$ cat src/rtl/banco_registros_param_if.sv
// Bus bundle for banco_registros_param: read/write addresses, write data,
// bank control strobes and the read results.
interface banco_registros_param_if #(
    parameter int W    = 8,
    parameter int NREG = 8
);
    localparam int AW = (NREG > 1) ? $clog2(NREG) : 1;

    logic [AW-1:0] SelX;
    logic [AW-1:0] SelY;
    logic [AW-1:0] SelW;
    logic          We;
    logic [W-1:0]  Dw;
    logic          Save;
    logic          Restore;
    logic          Clr;
    logic [W-1:0]  Rx;
    logic [W-1:0]  Ry;
    logic          Busy;

    modport master (
        output SelX, SelY, SelW, We, Dw, Save, Restore, Clr,
        input  Rx, Ry, Busy
    );

    modport slave (
        input  SelX, SelY, SelW, We, Dw, Save, Restore, Clr,
        output Rx, Ry, Busy
    );
endinterface

$ cat src/rtl/banco_registros_param.sv
// Parametrised register bank: two combinational read ports, one write port,
// optional write-through bypass, optional zero R0, shadow bank and clear engine.
module banco_registros_param #(
    parameter int W       = 8,
    parameter int NREG    = 8,
    parameter int BYPASS  = 1,
    parameter int ZERO_R0 = 0
) (
    input logic                    Clk,
    input logic                    Rst_n,
    banco_registros_param_if.slave bus
);
    localparam int                AW     = (NREG > 1) ? $clog2(NREG) : 1;
    localparam logic [AW:0]       NREG_L = (AW+1)'(NREG);
    localparam logic [AW-1:0]     LAST   = AW'(NREG - 1);

    typedef enum logic {IDLE, CLEAR} state_t;

    state_t        state, state_nxt;
    logic [AW-1:0] cnt, cnt_nxt;
    logic [W-1:0]  main_q   [NREG];
    logic [W-1:0]  shadow_q [NREG];

    logic do_write, do_save, do_restore, do_clear;
    logic [W-1:0] rx, ry;

    // An address is live only inside the bank and, with ZERO_R0, not at 0.
    function automatic logic addr_live(input logic [AW-1:0] a);
        return ({1'b0, a} < NREG_L) && !((ZERO_R0 != 0) && (a == '0));
    endfunction

    // NOTE: every signal gets a default before the case so no latch is inferred.
    always_comb begin
        state_nxt  = state;
        cnt_nxt    = cnt;
        do_write   = 1'b0;
        do_save    = 1'b0;
        do_restore = 1'b0;
        do_clear   = 1'b0;
        case (state)
            IDLE: begin
                if (bus.Clr) begin
                    state_nxt = CLEAR;
                    cnt_nxt   = '0;
                end else if (bus.Restore) begin
                    do_restore = 1'b1;
                end else begin
                    do_save  = bus.Save;
                    do_write = bus.We && addr_live(bus.SelW);
                end
            end
            CLEAR: begin
                do_clear = 1'b1;
                if (cnt == LAST) begin
                    state_nxt = IDLE;
                    cnt_nxt   = '0;
                end else begin
                    cnt_nxt = cnt + 1'b1;
                end
            end
            default: state_nxt = IDLE;
        endcase
    end

    // NOTE: sequential state uses non-blocking assignments only.
    always_ff @(posedge Clk or negedge Rst_n) begin
        if (!Rst_n) begin
            state <= IDLE;
            cnt   <= '0;
        end else begin
            state <= state_nxt;
            cnt   <= cnt_nxt;
        end
    end

    // NOTE: the banks are flop arrays, not RAM, so they are reset like any register.
    always_ff @(posedge Clk or negedge Rst_n) begin
        if (!Rst_n) begin
            for (int i = 0; i < NREG; i++) main_q[i] <= '0;
        end else begin
            for (int i = 0; i < NREG; i++) begin
                if (do_restore)
                    main_q[i] <= shadow_q[i];
                else if (do_clear && (cnt == AW'(i)))
                    main_q[i] <= '0;
                else if (do_write && (bus.SelW == AW'(i)))
                    main_q[i] <= bus.Dw;
            end
        end
    end

    // Save samples the pre-edge main bank, so a same-cycle write misses the shadow.
    always_ff @(posedge Clk or negedge Rst_n) begin
        if (!Rst_n) begin
            for (int i = 0; i < NREG; i++) shadow_q[i] <= '0;
        end else if (do_save) begin
            for (int i = 0; i < NREG; i++) shadow_q[i] <= main_q[i];
        end
    end

    function automatic logic [W-1:0] read_port(input logic [AW-1:0] a);
        logic [W-1:0] v;
        v = '0;
        for (int i = 0; i < NREG; i++)
            if (a == AW'(i)) v = main_q[i];
        if (!addr_live(a))
            v = '0;
        if ((BYPASS != 0) && do_write && (bus.SelW == a))
            v = bus.Dw;
        return v;
    endfunction

    always_comb rx = read_port(bus.SelX);
    always_comb ry = read_port(bus.SelY);

    assign bus.Rx   = rx;
    assign bus.Ry   = ry;
    assign bus.Busy = (state == CLEAR);
endmodule

$ cat src/flat_wrapper.sv
// flat-port wrapper written by rule: the top's interface ports become plain ports
module banco_registros_param_flat 
#(
    parameter int W       = 8,
    parameter int NREG    = 8,
    parameter int BYPASS  = 1,
    parameter int ZERO_R0 = 0
)
  (Clk, Rst_n, bus_SelX, bus_SelY, bus_SelW, bus_We, bus_Dw, bus_Save, bus_Restore, bus_Clr, bus_Rx, bus_Ry, bus_Busy);
  banco_registros_param_if #(.W(W), .NREG(NREG)) bus_i ();
  input logic Clk;
  input logic Rst_n;
  input wire logic [$bits(bus_i.SelX)-1:0] bus_SelX;
  input wire logic [$bits(bus_i.SelY)-1:0] bus_SelY;
  input wire logic [$bits(bus_i.SelW)-1:0] bus_SelW;
  input wire logic [$bits(bus_i.We)-1:0] bus_We;
  input wire logic [$bits(bus_i.Dw)-1:0] bus_Dw;
  input wire logic [$bits(bus_i.Save)-1:0] bus_Save;
  input wire logic [$bits(bus_i.Restore)-1:0] bus_Restore;
  input wire logic [$bits(bus_i.Clr)-1:0] bus_Clr;
  output wire logic [$bits(bus_i.Rx)-1:0] bus_Rx;
  output wire logic [$bits(bus_i.Ry)-1:0] bus_Ry;
  output wire logic [$bits(bus_i.Busy)-1:0] bus_Busy;
  assign bus_i.SelX = bus_SelX;
  assign bus_i.SelY = bus_SelY;
  assign bus_i.SelW = bus_SelW;
  assign bus_i.We = bus_We;
  assign bus_i.Dw = bus_Dw;
  assign bus_i.Save = bus_Save;
  assign bus_i.Restore = bus_Restore;
  assign bus_i.Clr = bus_Clr;
  assign bus_Rx = bus_i.Rx;
  assign bus_Ry = bus_i.Ry;
  assign bus_Busy = bus_i.Busy;
  banco_registros_param #(.W(W), .NREG(NREG), .BYPASS(BYPASS), .ZERO_R0(ZERO_R0)) u_core (.Clk(Clk), .Rst_n(Rst_n), .bus(bus_i));
endmodule
$ cat config.mk
export PLATFORM = sky130hd
export DESIGN_NAME = banco_registros_param_flat
export DESIGN_NICKNAME = d
export VERILOG_FILES = /design/src/rtl/banco_registros_param_if.sv /design/src/rtl/banco_registros_param.sv /design/src/flat_wrapper.sv
export SDC_FILE = /design/constraint.sdc
export NUM_CORES = 1
export LEC_CHECK = 0
export CAP_MARGIN = 20
export CORE_AREA = 5 5 135 137
export DETAILED_ROUTE_END_ITERATION = 6
export DIE_AREA = 0 0 140 142
export PLACE_DENSITY = 0.71
export SLEW_MARGIN = 20
export SYNTH_ARGS = -nofsm -noshare
export SYNTH_HDL_FRONTEND = slang
export SYNTH_SLANG_ARGS = --single-unit
$ cat constraint.sdc
create_clock -name Clk -period 2.8 [get_ports Clk]
set_clock_uncertainty 0.05 [all_clocks]
set_input_delay 0.7 -clock Clk [delete_from_list [all_inputs] [get_ports Clk]]
set_output_delay 0.7 -clock Clk [all_outputs]
set_load 0.01 [all_outputs]
Yosys cells after proc, flatten, opt, wreduce, memory -nomap -nowiden
Cells that the tools add are included.
{"block": "classes", "n_reduce_logical": 30, "n_mux": 58, "addsub": 1, "bitwise": 1, "eq_ne": 31}
{"cell": "8-bit two-way mux", "n": 42}
{"cell": "3-bit == test, second input constant", "n": 16}
{"cell": "3-bit by 2-bit == test with 1-bit output, second input constant", "n": 8}
{"cell": "3-bit nonzero test", "n": 8}
{"cell": "1-bit logical AND", "n": 18}
{"cell": "3-bit by 1-bit == test with 1-bit output, second input constant", "n": 4}
{"cell": "3-bit logical NOT", "n": 4}
{"cell": "1-bit two-way mux", "n": 12}
{"cell": "3-bit == test", "n": 2}
{"cell": "3-bit two-way mux", "n": 2}
{"cell": "3-bit case mux with 2 select lines", "n": 1}
{"cell": "3-bit by 1-bit adder with 3-bit output, second input constant", "n": 1}
{"cell": "2-bit != test, second input constant", "n": 1}
{"cell": "1-bit case mux with 2 select lines", "n": 1}
{"cell": "1-bit NOT", "n": 1}
{"block": "totals", "reg_bits": 132, "word_cells": 139}

Logic depth before layout (Yosys ltp)
Gate-level depths: netlist of the first run.
{"block": "depth", "ltp_word": 10, "mapped_depth": 7}

Worst setup path before layout of the first run
OpenSTA, ideal clock, no wires.
{"block": "synth_timing", "path_type": "input-to-output", "startpoint": "input bus_SelX[1]", "endpoint": "output bus_Rx[6]", "t_arrival_ns": 1.935, "path_buffers": 2, "t_required_ns": 2.050, "slack_ns": 0.115, "stages": 6, "cell_sequence": "clkbuf_1 buf_2 mux2i_1 o2bb2ai_1 a221oi_1 a21oi_1"}
{"block": "synth_between", "elab_chain_len": 10, "elab_cells_between_ends": 19, "cone_classes": "eq/ne (8); mux (9); reduce/logical (2)"}
{"item": "start: declaration", "line_no": "flat_wrapper.sv:13", "rtl": "input wire logic [$bits(bus_i.SelX)-1:0] bus_SelX;"}
{"item": "3-bit logical NOT", "line_no": "banco_registros_param.sv:105", "rtl": "if (a == AW'(i)) v = main_q[i];"}
{"item": "8-bit two-way mux (8 in a row)", "line_no": "banco_registros_param.sv:105"}
{"item": "8-bit two-way mux (*)", "line_no": "banco_registros_param.sv:108", "rtl": "if ((BYPASS != 0) && do_write && (bus.SelW == a))"}
{"item": "end: declaration", "line_no": "flat_wrapper.sv:21", "rtl": "output wire logic [$bits(bus_i.Rx)-1:0] bus_Rx;"}
Mark *: on every way between the ends. The rest lies on a longest branch, timed or not.

Worst setup path in the final report of the first run
{"block": "layout_timing", "startpoint": "input bus_SelW[2]", "endpoint": "output bus_Rx[0]"}
{"block": "layout_between", "elab_chain_len": 3}
{"item": "start: declaration", "line_no": "flat_wrapper.sv:15", "rtl": "input wire logic [$bits(bus_i.SelW)-1:0] bus_SelW;"}
{"item": "3-bit == test", "line_no": "banco_registros_param.sv:108"}
{"item": "1-bit logical AND", "line_no": "banco_registros_param.sv:108"}
{"item": "8-bit two-way mux", "line_no": "banco_registros_param.sv:108"}
No other way between the ends.

==> key figures, run 1 <==
Yosys
  – Post-synth EDFFs: 0
  – Async SR Flop Fraction: 1.00
  – Post-synth top area cell: dfrtp_1
  – Post-synthesis average cell area: 10.4 sq um
  – Net Count, Synth: 709
  – Synth warn: 0
  – Post-Syn Instances: 680
  – Main synth FF type: dfrtp_1
  – Synthesized flop and latch total: 132
  – Synth top area cells: dfrtp_1 (46%), mux2_2 (10%), a22oi_1 (6.8%), mux2i_1 (5.1%), o21ai_0 (3.6%)
  – Syn Std Cell Area: 7100 sq um
  – Register area share after synthesis: 0.465
  – Synth cell types: 46
  – Share of the synthesized area in the top cell type: 0.465

Placed design
  – DPL Wire Length: 14.0 mm
  – Dpl cells: 961
  – Number of port buffers: 39
  – Place WS: -0.850 ns
  – GP Congestion: 0.902
  – Cell Area, Placed: 8260 sq um

Drt
  – DR vias/cell: 5.87
  – Post-detailed-routing wire length: 20.7 mm
  – TritonRoute pass-1 iters: 5
  – Post-route ant nets: 0
  – Vias: 5,905
  – Iter 0 DRT Violations: 648
  – Wire per inst: 20.6 um
  – DRC viols: 0

Timing
  – Slew Viols, Final: 0
  – Max-slew headroom: 0.319
  – Final setup fails: 14
  – Final min period: 2.94 ns
  – RSZ-0062 raised after global routing: yes
  – Final Hold Vio Count: 0
  – Final Hold Slack: 0.189 ns
  – Slack of the critical path: -0.140 ns
  – Post-route clock period utilization: 1.05
  – Worst-Margin Slew: 1.02 ns
  – Fmax: 340 MHz

Critical path
  – Setup crit end kind: output port
  – Required @ worst endpoint: 2.05 ns
  – Crit start category: input port
  – Worst path cell trace: dlygate4sd2_1, xnor2_2, nand4_4, buf_6, mux2i_1, a31oi_1, buf_2
  – Crit path arrival time: 2.19 ns
  – CP peak stage delay: 0.44 ns
  – Worst Setup Path Type: input port to output port
  – Critical path's slowest cell: dlygate4sd2_1
  – Worst Path Max Fanout: 6

Outcome
  – Outcome: finished, violations left
  – Failing checks: setup timing

Clock tree
  – CTS Sinks: 132
  – CTS tree: done
  – Clk buf depth: 2
  – Clock buffer count from CTS: 17
  – H-tree depth: 4
  – Clock root buffer: clkbuf_16
  – Clk_lat worst skew: 0.43 ns
  – Clock transition at path regs: 0.05 ns

Finish
  – Most frequent cells in the layout: dfrtp_1 (132), mux2_2 (65), a22oi_1 (64), nor2_1 (59), buf_4 (55)
  – Final Non-Filler Cells: 1,006
  – Final instance area: 9300 sq um
  – Area delta synth->final: 31.0%
  – Layout Nets: 797
  – Commonest non-fill, non-tap cell in the layout: dfrtp_1
  – Final core utilization: 0.549
  – # diodes: 0
  – Share of layout cells above drive strength 1: 0.343

Pwr
  – Power per Cell Area: 1000 nW/um^2
  – Lkg Pwr: 4.17 nW
  – VDD IR-drop max: 0.598 mV

Global routing
  – Vias in the first global route: 5,818
  – Total grt overflow: 0
  – First-pass GRT wire length: 33.1 mm
  – Overall Global Routing Usage: 0.213
  – Largest net degree at the start of global routing: 57
  – Initial antenna violation count: 0

Die
  – DIE WIDTH: 140 um
  – Initial Utilization: 0.419
  – Floorplan row count: 48
  – Die Y: 142 um
  – Die area: 19,900 sq um
  – I/O Pins: 40
  – Core Box Area: 16,900 sq um

Job
  – Max-cap viol count: 0

Hold path
  – Hold Crit Class: input port to asynchronous set/reset pin
[worst paths after layout]
check	cells past startpoint	to	slack, ns	start
hold / removal	1	u_core.shadow_q[2]	0.19	Rst_n
max in group asynchronous	2	u_core.shadow_q[40]	1.88	Rst_n
hold reg to reg	1	u_core.shadow_q[14]	0.46	u_core.shadow_q[14]
setup / recovery	7	bus_Rx[0]	-0.14	bus_SelW[2]
min in group Clk	1	u_core.shadow_q[14]	0.46	u_core.shadow_q[14]
setup reg to reg	5	u_core.main_q[16]	0.53	u_core.cnt[1]
[through the flow]
step | TNS, ns | total power (W)
after detailed placement | -15.26 | 0.00681
after floorplan | 0 | 0.00550
after global routing | -2.52 | 0.00987
after global placement | -14.44 | 0.00668
final | -1.18 | 0.00931
after CTS | -1.12 | 0.00919
[registers in the layout, summed over array words and instances (netlist names)]
signal / cells
u_core.main_q: 64
u_core.cnt: 3
u_core.bus.Busy: 1
u_core.shadow_q: 64
[cells by family (layout without fill, tap and decap cells)]
family,Yosys count,after routing,synth area share
buf+inv,59,160,0.0386
compound gates,209,209,0.190
xor+xnor,6,6,0.00740
fa+ha+maj,6,6,0.0106
flops,132,132,0.465
simple gates,160,160,0.115
mux,108,108,0.174
[synthesized netlist by cell type (9+ instances only)]
master / instances
o22ai_1: 11
buf_1: 9
nand2_1: 38
clkbuf_1: 17
o21ai_0: 51
a21oi_1: 36
a31oi_1: 11
o21ai_1: 15
buf_2: 24
a22oi_1: 64
mux2i_1: 36
mux2_2: 66
nor3b_1: 11
nor2b_1: 9
dfrtp_1: 132
nor2_1: 63
nand2b_1: 10
[where the power goes]
part	switching, W	internal (W)
Sequential	0.000816	0.00281
Combinational	0.00174	0.00165
Clock	0.000850	0.00145
Total	0.00341	0.00591
[final cells by class]
cell class	count	area, sq um
inverters	6	22.5
well taps	225	282
flip-flops and latches	132	3300
multi-input cells	489	3880
clock inverters	11	150
clock buffers	21	460
repair buffers	122	1200
fillers	1443	7630
[metal layers]
metal,GRT usage,wire (um)
met5,0,0
met4,0.0694,399
met3,0.0433,1300
met2,0.335,9810
met1,0.298,9220
[worst max-delay path: cells and delay by family]
kind            cells  cell delay, ns
compound gates      1            0.25
xor+xnor            1            0.19
buf+inv             3            0.79
mux                 1            0.11
simple gates        1            0.13
[what timing repair did]
| item | 4_1_cts | 5_1_grt |
|---|---|---|
| setup buffers | 11 | 3 |
| endpoints found under the setup margin | 16 | 16 |
| hold buffers | 0 | 0 |
| cloned | 4 | 0 |
| pin swaps | 23 | 8 |
| gates resized for setup | 150 | 26 |
(Power assumes the default switching activity.)
==> inputs of run 2 (changes only) <==
--- a/config.mk
+++ b/config.mk
@@ -9,6 +9,7 @@
 export CORE_AREA = 5 5 135 137
 export DETAILED_ROUTE_END_ITERATION = 6
 export DIE_AREA = 0 0 140 142
+export GPL_TIMING_DRIVEN = 0
 export PLACE_DENSITY = 0.71
 export SLEW_MARGIN = 20
 export SYNTH_ARGS = -nofsm -noshare
==> key figures, run 2 (synthesis gave the netlist of run 1 again) <==
Clock tree
  – H-tree depth: 4 (unchanged)
  – Clk_lat worst skew: 0.43 ns (about the same)
  – Clock root buffer: clkbuf_16 (unchanged)
  – Clock transition at path regs: 0.06 ns (was 0.05 ns)
  – CTS tree: done (unchanged)
  – Clk buf depth: 2 (unchanged)
  – CTS Sinks: 132 (unchanged)
  – Clock buffer count from CTS: 17 (unchanged)

Hold path
  – Hold Crit Class: input port to asynchronous set/reset pin (unchanged)

Finish
  – # diodes: 0 (unchanged)
  – Final core utilization: 0.516 (was 0.549)
  – Most frequent cells in the layout: dfrtp_1 (130), mux2_2 (66), a22oi_1 (64), nor2_1 (60), o21ai_0 (49) (was dfrtp_1 (132), mux2_2 (65), a22oi_1 (64), nor2_1 (59), buf_4 (55))
  – Share of layout cells above drive strength 1: 0.320 (was 0.343)
  – Commonest non-fill, non-tap cell in the layout: dfrtp_1 (unchanged)
  – Final Non-Filler Cells: 978 (was 1,006)
  – Layout Nets: 770 (was 797)
  – Area delta synth->final: 23.1% (was 31.0%)
  – Biggest regs: u_core.main_q (64), u_core.shadow_q (64), u_core.cnt (3) (unchanged)

Placed design
  – GP Congestion: 0.963 (was 0.902)
  – Number of port buffers: 26 (was 39)
  – Dpl cells: 932 (was 961)
  – DPL Wire Length: 15.4 mm (was 14.0 mm)

Drt
  – DR vias/cell: 6.15 (was 5.87)
  – Wire per inst: 23.2 um (was 20.6 um)
  – Post-route ant nets: 0 (unchanged)
  – TritonRoute pass-1 iters: 5 (unchanged)
  – Post-detailed-routing wire length: 22.7 mm (was 20.7 mm)
  – Iter 0 DRT Violations: 772 (was 648)
  – Vias: 6,011 (was 5,905)
  – DRC viols: 0 (unchanged)

Critical path
  – Setup crit end kind: output port (unchanged)
  – Required @ worst endpoint: 2.05 ns (about the same)
  – Crit start category: input port (unchanged)
  – Worst Path Max Fanout: 6 (unchanged)
  – Crit path arrival time: 2.22 ns (was 2.19 ns)
  – Worst Setup Path Type: input port to output port (unchanged)

Die
  – Die area: 19,900 sq um (unchanged)
  – Initial Utilization: 0.419 (unchanged)
  – DIE WIDTH: 140 um (unchanged)
  – Core Box Area: 16,900 sq um (unchanged)
  – Die Y: 142 um (unchanged)
  – I/O Pins: 40 (unchanged)
  – Floorplan row count: 48 (unchanged)

Pwr
  – Power Internal: 0.00577 W (was 0.00591 W)
  – VDD IR-drop max: 0.705 mV (was 0.598 mV)
  – Power per Cell Area: 1060 nW/um^2 (was 1000 nW/um^2)
  – Sw frac: 0.380 (was 0.366)
  – Register share of total power: 0.397 (was 0.389)
  – Clock Power Share: 0.250 (was 0.247)
  – Lkg Pwr: 3.93 nW (was 4.17 nW)
  – Sw power: 0.00354 W (was 0.00341 W)
  – Combinational share of power: 0.353 (was 0.364)

Global routing
  – Largest net degree at the start of global routing: 68 (was 57)
  – Overall Global Routing Usage: 0.232 (was 0.213)
  – Initial antenna violation count: 0 (unchanged)
  – First-pass GRT wire length: 35.7 mm (was 33.1 mm)
  – Total grt overflow: 0 (unchanged)
  – Vias in the first global route: 6,019 (was 5,818)

Timing
  – RSZ-0062 raised after global routing: yes (unchanged)
  – Worst-Margin Slew: 1.10 ns (was 1.02 ns)
  – Final Hold Vio Count: 0 (unchanged)
  – Final min period: 2.97 ns (was 2.94 ns)
  – Final Hold Slack: 0.172 ns (was 0.189 ns)
  – Setup TNS: -1.09 ns (was -1.18 ns)
  – Post-route clock period utilization: 1.06 (was 1.05)
  – Slew Viols, Final: 0 (unchanged)
  – Final setup fails: 11 (was 14)
  – Fmax: 337 MHz (was 340 MHz)
  – Max-slew headroom: 0.264 (was 0.319)
  – Slack of the critical path: -0.171 ns (was -0.140 ns)

Job
  – Max-cap viol count: 0 (unchanged)

Outcome
  – Failing checks: setup timing (unchanged)
  – Outcome: finished, violations left (unchanged)
==> run 2: cell types whose count changed in the layout (fill, tap and decap cells not counted), moves of 4 or more <==
cell | previous run | this run
buf_4 | 55 | 14
dlygate4sd2_1 | 5 | 1
clkdlybuf4s50_1 | 10 | 2
o22ai_1 | 8 | 1
buf_2 | 17 | 35
o21ai_1 | 20 | 16
o21ai_0 | 45 | 49
clkbuf_2 | 2 | 9
o22ai_2 | 2 | 10
buf_12 | 16 | 3
buf_1 | 0 | 8
==> run 2: per-stage QoR <==
step / worst slack, ns / total power [W] / cell area [sq um]
after global placement: -4.32 / 0.00658 / 7650
after floorplan: 0.115 / 0.00550 / 7100
after global routing: -0.242 / 0.00982 / 8750
after detailed placement: -1.37 / 0.00673 / 7680
after CTS: -0.182 / 0.00914 / 8610
final: -0.171 / 0.00931 / 8750
==> run 2: power groups by stage <==
stage / Combinational (W) / Clock, W / Sequential [W]
3_3_place_gp: 0.00296 / 0 / 0.00363
6_report: 0.00329 / 0.00232 / 0.00370
2_1_floorplan: 0.00220 / 0 / 0.00330
5_1_grt: 0.00360 / 0.00245 / 0.00377
4_1_cts: 0.00316 / 0.00234 / 0.00364
3_5_place_dp: 0.00307 / 0 / 0.00366
==> run 2: critical path, cell delays in order <==
cell and delay, ns:
buf_2 0.15, nor4b_4 0.30, buf_4 0.17, nand4_4 0.17
buf_6 0.18, mux2i_1 0.11, a31oi_1 0.25, buf_2 0.18
==> run 2: routing by layer <==
layer	wire, um	track usage	share of wire
met1	10000	0.320	0.44
met2	10500	0.364	0.46
met3	1460	0.0450	0.064
met4	698	0.0913	0.031
met5	0	0	0
==> run 2: worst paths after layout <==
check                      depth (start not counted)                 from             endpoint  slack [ns]
max reg2reg                                        6      u_core.bus.Busy    u_core.main_q[23]        0.29
min in group Clk                                   1  u_core.shadow_q[50]  u_core.shadow_q[50]        0.46
min                                                1                Rst_n  u_core.shadow_q[28]        0.17
min reg2reg                                        1  u_core.shadow_q[50]  u_core.shadow_q[50]        0.46
max in group asynchronous                          2                Rst_n    u_core.main_q[38]        1.77
max                                                8              bus_Clr            bus_Ry[4]       -0.17
==> run 2: final cells by class <==
type	count	area (sq um)
buffer	51	334
clock buffer	20	457
clock inverter	11	151
fill	1509	8190
inverter	6	22.5
multi-input combinational	489	3810
sequential	132	3310
tap	225	282
timing repair buffer	44	384
==> run 2: timing repair <==
action / CTS / global route
cloned: 2 / 0
setup buffers: 9 / 7
hold buffers: 0 / 0
pin swaps: 11 / 4
endpoints found under the hold margin: 0 / 0
resized for setup: 153 / 35
setup endpoints to repair: 16 / 16
